--- src/rtl/mem_arbiter.sv ---
// Two-port arbiter in front of a single-port synchronous RAM, with per-port lock/ownership.
// Define MEM_ARBITER_RR_EN for round-robin contention in IDLE; otherwise A has fixed priority.
module mem_arbiter #(
  parameter int ADDR_WIDTH = 8,
  parameter int DATA_WIDTH = 8
) (
  input  logic                  clk,
  input  logic                  rst,
  input  logic                  a_req,
  input  logic                  a_we,
  input  logic                  a_lock,
  input  logic [ADDR_WIDTH-1:0] a_addr,
  input  logic [DATA_WIDTH-1:0] a_wdata,
  input  logic                  b_req,
  input  logic                  b_we,
  input  logic                  b_lock,
  input  logic [ADDR_WIDTH-1:0] b_addr,
  input  logic [DATA_WIDTH-1:0] b_wdata,
  output logic                  a_gnt,
  output logic                  b_gnt,
  output logic                  a_rvalid,
  output logic                  b_rvalid,
  output logic [DATA_WIDTH-1:0] a_rdata,
  output logic [DATA_WIDTH-1:0] b_rdata,
  output logic                  mem_wr_en,
  output logic [ADDR_WIDTH-1:0] mem_addr,
  output logic [DATA_WIDTH-1:0] mem_wr_data,
  input  logic [DATA_WIDTH-1:0] mem_rd_data
);

  // state | meaning
  // IDLE  | no owner, both requesters arbitrate
  // OWN_A | A holds the RAM, B is ignored while a_req stays high
  // OWN_B | B holds the RAM, A is ignored while b_req stays high
  typedef enum logic [1:0] {IDLE, OWN_A, OWN_B} state_t;

  state_t state_q, state_d;
  logic   sel_q, sel_d;
  logic   a_rv_q, b_rv_q;
  logic   arb_open;
  logic   prefer_b;
  logic   mux_b;

`ifdef MEM_ARBITER_RR_EN
  logic ptr_q, ptr_d;

  assign prefer_b = ptr_q;

  always_comb begin
    ptr_d = ptr_q;
    if (arb_open && a_gnt) ptr_d = 1'b1;
    if (arb_open && b_gnt) ptr_d = 1'b0;
  end

  always_ff @(posedge clk) begin
    if (rst) ptr_q <= 1'b0;
    else     ptr_q <= ptr_d;
  end
`else
  assign prefer_b = 1'b0;
`endif

  // An owner that drops its request releases the RAM in that same cycle,
  // so the other side arbitrates as if from IDLE without a dead cycle.
  always_comb begin
    a_gnt    = 1'b0;
    b_gnt    = 1'b0;
    arb_open = 1'b0;
    state_d  = IDLE;
    sel_d    = sel_q;
    if (!rst) begin
      unique case (state_q)
        OWN_A: begin
          if (a_req) a_gnt = 1'b1;
          else       arb_open = 1'b1;
        end
        OWN_B: begin
          if (b_req) b_gnt = 1'b1;
          else       arb_open = 1'b1;
        end
        default: arb_open = 1'b1;
      endcase
      if (arb_open) begin
        if (a_req && b_req) begin
          if (prefer_b) b_gnt = 1'b1;
          else          a_gnt = 1'b1;
        end else if (a_req) begin
          a_gnt = 1'b1;
        end else if (b_req) begin
          b_gnt = 1'b1;
        end
      end
      if (a_gnt) begin
        sel_d   = 1'b0;
        state_d = a_lock ? OWN_A : IDLE;
      end else if (b_gnt) begin
        sel_d   = 1'b1;
        state_d = b_lock ? OWN_B : IDLE;
      end
    end
  end

  always_ff @(posedge clk) begin
    if (rst) begin
      state_q <= IDLE;
      sel_q   <= 1'b0;
      a_rv_q  <= 1'b0;
      b_rv_q  <= 1'b0;
    end else begin
      state_q <= state_d;
      sel_q   <= sel_d;
      a_rv_q  <= a_gnt & ~a_we;
      b_rv_q  <= b_gnt & ~b_we;
    end
  end

  assign mux_b       = a_gnt ? 1'b0 : (b_gnt ? 1'b1 : sel_q);
  assign mem_addr    = mux_b ? b_addr : a_addr;
  assign mem_wr_data = mux_b ? b_wdata : a_wdata;
  assign mem_wr_en   = (a_gnt & a_we) | (b_gnt & b_we);

  // Gate with rst so a response for a read issued just before reset is dropped.
  assign a_rvalid = a_rv_q & ~rst;
  assign b_rvalid = b_rv_q & ~rst;
  assign a_rdata  = mem_rd_data;
  assign b_rdata  = mem_rd_data;

endmodule

--- config.mk ---
export PLATFORM = sky130hd
export DESIGN_NAME = mem_arbiter
export DESIGN_NICKNAME = d
export VERILOG_FILES = /design/src/rtl/mem_arbiter.sv
export SDC_FILE = /design/constraint.sdc
export NUM_CORES = 1
export LEC_CHECK = 0
export CORE_MARGIN = 5
export CORE_UTILIZATION = 23
export CTS_BUF_LIST = sky130_fd_sc_hd__clkbuf_8
export CTS_CLUSTER_DIAMETER = 60
export DETAILED_ROUTE_END_ITERATION = 7
export GPL_TIMING_DRIVEN = 1
export PLACE_DENSITY_LB_ADDON = 0.3
export SYNTH_ARGS = -nofsm -noshare
export SYNTH_HDL_FRONTEND = slang
export SYNTH_SLANG_ARGS = --single-unit
--- constraint.sdc ---
create_clock -name clk -period 2.5 [get_ports clk]
set_input_delay 0.75 -clock clk [delete_from_list [all_inputs] [get_ports clk]]
set_output_delay 0.75 -clock clk [all_outputs]
set_load 0.02 [all_outputs]
==> results_dict.tcl, run 1 <==
set metrics [dict create \
    grt_pass1_vias 756 \
    p_per_area_nw_per_um2 375.1 \
    viasPerCell 4.391 \
    ys_seq_area_frac 0.1536 \
    instances_no_fill 161 \
    worst_pin_slew_ps 345.1 \
    dr.first_iter.drc_count 12 \
    synth_common_cells "buf_4 (16), mux2_4 (10), mux2_2 (6)" \
    cpMostUsedCell "buf_6" \
    fp-row-count 19 \
    syn_inst 65 \
    grt_max_degree 8 \
    post-synth-top-count-cell "buf_4" \
    period_needed_ps 2707 \
    skew_ps 1.723 \
    die_h_um 63.24 \
    crit_path_max_fanout 7 \
    wl_mm 2.365 \
    crit_path_top_delay_cell "mux2_4" \
    vias 707 \
    cts_root_buf "clkbuf_8" \
    area_growth_pct 122.6 \
    grt_setup_unrepaired "true" \
    core_um2 2734 \
    cp.arrival_ps 1960 \
    gr-total-overflow 0 \
    synth_area_um2 651.9 \
    grt_pass1_wl_mm 3.684 \
    cap_violations 0 \
    die-width_um 63.24 \
    first_pass_iters 2 \
    async_flop_share 0 \
    io_buffers 60 \
    drive_gt1_frac 0.5692 \
    start_util 0.2384 \
    maxSlewViolCount 0 \
    setup_slack_ps -206.7 \
    gp_congestion 0.7512 \
    layout.nets 181 \
    drcViolationCount 0 \
    synth_edf_count 0 \
    antenna_found_initial 0 \
    r2r-start "state_q[0]" \
    ctsHtreeMaxLevel 1 \
    die_area_um2 3999 \
    synth_nets 115 \
    slowest_delay_ps 310 \
    worstSetupStartpoint "rst" \
    setup_violations 17 \
    path_clk_slew_ps 30 \
    post-route-period-util 1.083 \
    synthDistinctLibCells 24 \
    clock_latency_ps 220 \
    synth-main-ff-cell "dfxtp_1" \
    vdd_ir_drop_max_mv 0.4125 \
    timing.fmax_ghz 0.3694 \
    violations "negative setup slack" \
    critPathKind "input pin to primary output" \
    hold_class "register to register" \
    numClockSinks 5 \
    fin_setup_tns_ps -3052 \
    synth_seq_cells 5 \
    yosys_warnings 0 \
    synth_top_area_share 0.2303 \
    synthTopCellsByArea "mux2_4 (23%), buf_4 (18%), dfxtp_1 (15%), mux2_2 (10%), ha_1 (3.8%)" \
    ant_nets 0 \
    holdWs_ps 693.2 \
    diodes 0 \
    clk_path_buf_depth 2 \
    min_from "sel_q" \
    post_drt_wl_per_cell_um 14.69 \
    yosysTopAreaCell "mux2_4" \
    cp-start-kind "input pin" \
    worstPathCellList "buf_8, buf_6, nor2b_4, a21oi_2, nor3_4, buf_6, mux2_4, buf_6" \
    place_inst 152 \
    grt_use_total 0.1147 \
    total_power_uw 544.4 \
    dp_hpwl_mm 1.835 \
    hold_viol 0 \
    cp-end-kind "primary output" \
    syn_avg_cell_area_um2 10.03 \
    worst_slew_margin_rel 0.7680 \
    cp.required_ps 1750 \
    status "finished with violations" \
    ios 85 \
    cts_tree "built" \
    p_leak_nw 0.6549 \
    cts-buffers-inserted 3 \
]
## final timing paths
path                                  endpoint  slack [ps]  depth (start not counted)
worst max-delay path            mem_wr_data[6]        -210                          8
worst min-delay path                     sel_q         690                          3
worst min register to register           sel_q         690                          3
worst max register to register      state_q[0]         900                          9
## cells by family (layout without fill, tap and decap cells)
family | count (synthesis) | in the layout | share of synthesized area
and+or+nand+nor | 15 | 15 | 0.1689
AOI/OAI and AO/OA | 7 | 7 | 0.07294
DFF | 5 | 5 | 0.1536
adders and majority gates | 2 | 2 | 0.03838
buffers and inverters | 20 | 85 | 0.2323
muxes | 16 | 16 | 0.3340
## routing by layer
| layer | global-route usage | routed length [um] | vias to the layer above |
|---|---|---|---|
| li1 | - | - | 340 |
| met1 | 0.1322 | 940 | 309 |
| met2 | 0.1808 | 1098 | 48 |
| met3 | 0.04796 | 276 | 10 |
| met4 | 0.05714 | 50 | 0 |
| met5 | 0 | 0 | - |
## state kept, by name, summed over array words and instances, names as in the netlist
| signal | flops |
|---|---|
| a_rv_q | 1 |
| state_q | 2 |
| b_rv_q | 1 |
| sel_q | 1 |
## cell type report
type | count | area [um^2]
fill | 264 | 1282
tap | 31 | 38.79
sequential | 5 | 102.6
inverter | 3 | 11.26
timing repair buffer | 78 | 768.2
clock inverter | 1 | 3.754
multi-input combinational | 40 | 485.5
clock buffer | 3 | 41.29
## cells in the final DEF, fill, tap and decap left out
cell type	instances
a211oi_1	1
a21oi_1	1
a21oi_2	1
a22o_1	1
and2_1	1
and2b_2	2
and3b_2	1
and4_1	1
buf_2	2
buf_4	12
buf_6	24
buf_8	1
clkbuf_2	1
clkbuf_8	3
clkdlybuf4s50_1	36
dfxtp_1	3
dfxtp_2	2
dlygate4sd2_1	2
ha_4	2
inv_1	3
inv_2	1
mux2_4	16
nand2_1	1
nand3b_1	1
nor2_1	1
nor2_4	1
nor2b_1	2
nor2b_4	1
nor3_4	1
nor3b_2	1
nor4_2	1
o21a_1	1
o21ai_0	1
o21ai_4	1
## what timing repair did
action | 4_1_cts | 5_1_grt
hold endpoints to repair | 0 | 0
pin swaps | 4 | 5
endpoints found under the setup margin | 21 | 19
hold buffers | 0 | 0
setup buffers | 2 | 2
cloned | 1 | 0
gates resized for setup | 131 | 22
## power by group
group,total (mW),switching [mW],internal [mW]
combinational,0.312,0.116,0.196
sequential,0.0867,0.00250,0.0842
clock,0.146,0.0408,0.105
total,0.544,0.159,0.386
## critical path, delay by kind of cell
kind            cells  cell delay, ps
buf+inv             4             530
mux                 1             310
simple gates        2             310
compound gates      1              50
## per-stage QoR
step | setup slack (ps) | utilization | cell area [um^2]
floorplan | 4.391 | - | 661.9
global placement | -1009 | 0.4604 | 1259
detailed placement | -1042 | 0.4604 | 1259
CTS | -262.6 | 0.5108 | 1396
global route | -280.2 | 0.5309 | 1451
finish | -206.7 | 0.5309 | 1451
Note: power is estimated with default switching activity, not from simulation.
==> run 2, diff against run 1 <==
CAP_MARGIN = 20   (was unset)
CTS_CLUSTER_DIAMETER = 50   (was 60)
==> results of run 2 <==
The final DEF is identical to that of run 1; final timing and power are the same.
==> run 3, diff against run 2 <==
--- a/config.mk
+++ b/config.mk
@@ -14,4 +14,5 @@
 export GPL_TIMING_DRIVEN = 1
 export PLACE_DENSITY_LB_ADDON = 0.3
+export SKIP_CTS_REPAIR_TIMING = 1
 export SYNTH_ARGS = -nofsm -noshare
 export SYNTH_HDL_FRONTEND = slang
==> constraint.sdc (replaced) <==
create_clock -name clk -period 2.5 [get_ports clk]
set_input_delay 0.25 -clock clk [delete_from_list [all_inputs] [get_ports clk]]
set_output_delay 0.25 -clock clk [all_outputs]
set_load 0.02 [all_outputs]
==> run 3 against run 2 <==
Critical endpoint is now mem_wr_data[0]; core utilization fell by 5.2 points; wire length fell by 2.7%; first-iteration DRC count rose by 50%; sequential share of layout area rose by 0.67 points; final cell count fell by 5.6%; die area did not move; critical path depth rose by 1; register-to-register slack improved by 200 ps; clock power fell by 3%; fmax rose by 13%; via count fell by 5.2%; sequential power barely moved; largest cell class unchanged; the flow now finishes without violations; largest power group unchanged.
==> results_dict.tcl, run 3 (synthesized netlist as in run 1, its figures left out) <==
set metrics [dict create \
    status "finished, final reports clean" \
    crit_path_max_fanout 8 \
    slowest_delay_ps 320 \
    holdWs_ps 500.0 \
    path_clk_slew_ps 30 \
    critPathKind "register to primary output" \
    post_drt_wl_per_cell_um 15.14 \
    met1_usage 0.1342 \
    core_um2 2734 \
    cts_tree "built" \
    area_growth_pct 100.8 \
    utilization 0.4787 \
    switchingPower_uw 140.3 \
    setup_violations 0 \
    p_int_uw 351.7 \
    busiest_layer "met2" \
    worst_slew_margin_rel 0.8287 \
    hold_class "input pin to primary output" \
    path_delay_family "buffers and inverters" \
    wl_mm 2.301 \
    ios 85 \
    die_h_um 63.24 \
    grt_use_met3 0.04796 \
    hold_viol 0 \
    post-route-period-util 0.9548 \
    fp-row-count 19 \
    cpMostUsedCell "buf_4" \
    crit_buf_inv 5 \
    start_util 0.2384 \
    cts_root_buf "clkbuf_8" \
    cp.arrival_ps 2140 \
    die-width_um 63.24 \
    top_register "state_q" \
    dr.first_iter.drc_count 18 \
    cap_violations 0 \
    diodes 0 \
    layout_commonest_cell "clkdlybuf4s50_1" \
    period_needed_ps 2387 \
    ctsHtreeMaxLevel 1 \
    pwr-share-seq 0.176 \
    power_frac_comb 0.535 \
    largest_reg_flops 2 \
    swShare 0.2851 \
    p_clk_frac 0.289 \
    final_cell_mix "clkdlybuf4s50_1 (44), mux2_4 (10), dlymetal6s2s_1 (9)" \
    grt_pass1_wl_mm 3.498 \
    maxSlewViolCount 0 \
    ant_nets 0 \
    cts-buffers-inserted 3 \
    first_pass_iters 3 \
    vias 670 \
    clk_path_buf_depth 2 \
    timing.fmax_ghz 0.4189 \
    viasPerCell 4.408 \
    gp_congestion 0.7339 \
    p_per_area_nw_per_um2 375.9 \
    cp-start-kind "register" \
    cp-end-kind "primary output" \
    grt_pass1_vias 652 \
    layout.nets 172 \
    grt_max_degree 17 \
    gr-total-overflow 0 \
    drive_gt1_frac 0.3636 \
    p_leak_nw 0.6114 \
    clock_latency_ps 220 \
    grt_use_total 0.1081 \
    worst_pin_slew_ps 256.1 \
    antenna_found_initial 0 \
    worstPathCellList "inv_1, ha_4, buf_4, nor4_2, buf_4, nor3_4, clkbuf_16, mux2_4, dlymetal6s2s_1" \
    dp_hpwl_mm 1.917 \
    cp.required_ps 2250 \
    instances_no_fill 152 \
    die_area_um2 3999 \
    gr-usage-met2 0.1628 \
    vdd_ir_drop_max_mv 0.2619 \
    place_inst 147 \
    crit_path_top_delay_cell "dfxtp_1" \
    io_buffers 60 \
    drcViolationCount 0 \
    numClockSinks 5 \
    skew_ps 0.7006 \
]
==> run 3: power by group through the flow <==
stage	clock network (mW)	logic [mW]	registers [mW]
detailed placement	0	0.266	0.0872
CTS	0.148	0.267	0.0859
global placement	0	0.263	0.0870
floorplan	0	0.164	0.0865
finish	0.142	0.263	0.0864
global route	0.151	0.281	0.0869
==> run 3: cell type report <==
cell class / count / area (um^2)
clock inverters: 1 / 3.754
inverters: 3 / 11.26
multi-input cells: 40 / 426.7
fillers: 262 / 1425
clock buffers: 3 / 41.29
well taps: 31 / 38.79
repair buffers: 69 / 685.7
flip-flops and latches: 5 / 101.3
==> run 3: per-layer routing <==
| metal | wire, um | part of all wire | up-vias |
|---|---|---|---|
| met5 | 0 | 0 | - |
| met3 | 274 | 0.12 | 4 |
| met2 | 1060 | 0.46 | 47 |
| met1 | 950 | 0.41 | 297 |
| li1 | - | - | 322 |
| met4 | 15 | 0.0065 | 0 |
==> run 3: worst paths after layout <==
| check | start | endpoint | slack [ps] | depth (start not counted) |
|---|---|---|---|---|
| setup / recovery | state_q[0] | mem_wr_data[0] | 110 | 9 |
| hold / removal | mem_rd_data[5] | b_rdata[5] | 500 | 0 |
| setup reg to reg | state_q[1] | state_q[0] | 1100 | 6 |
| hold reg to reg | sel_q | sel_q | 570 | 2 |
==> run 3: metrics by stage <==
stage | total power, mW | worst slack [ps] | cell area [um^2] | TNS (ps)
after CTS | 0.5011 | -358.6 | 1269 | -5218
after global routing | 0.5183 | -0.8755 | 1309 | -0.8755
after detailed placement | 0.3535 | -121.2 | 1224 | -1438
final | 0.4920 | 113.1 | 1309 | 0
after floorplan | 0.2506 | 462.2 | 651.9 | 0
after global placement | 0.3502 | -70.14 | 1224 | -547.6
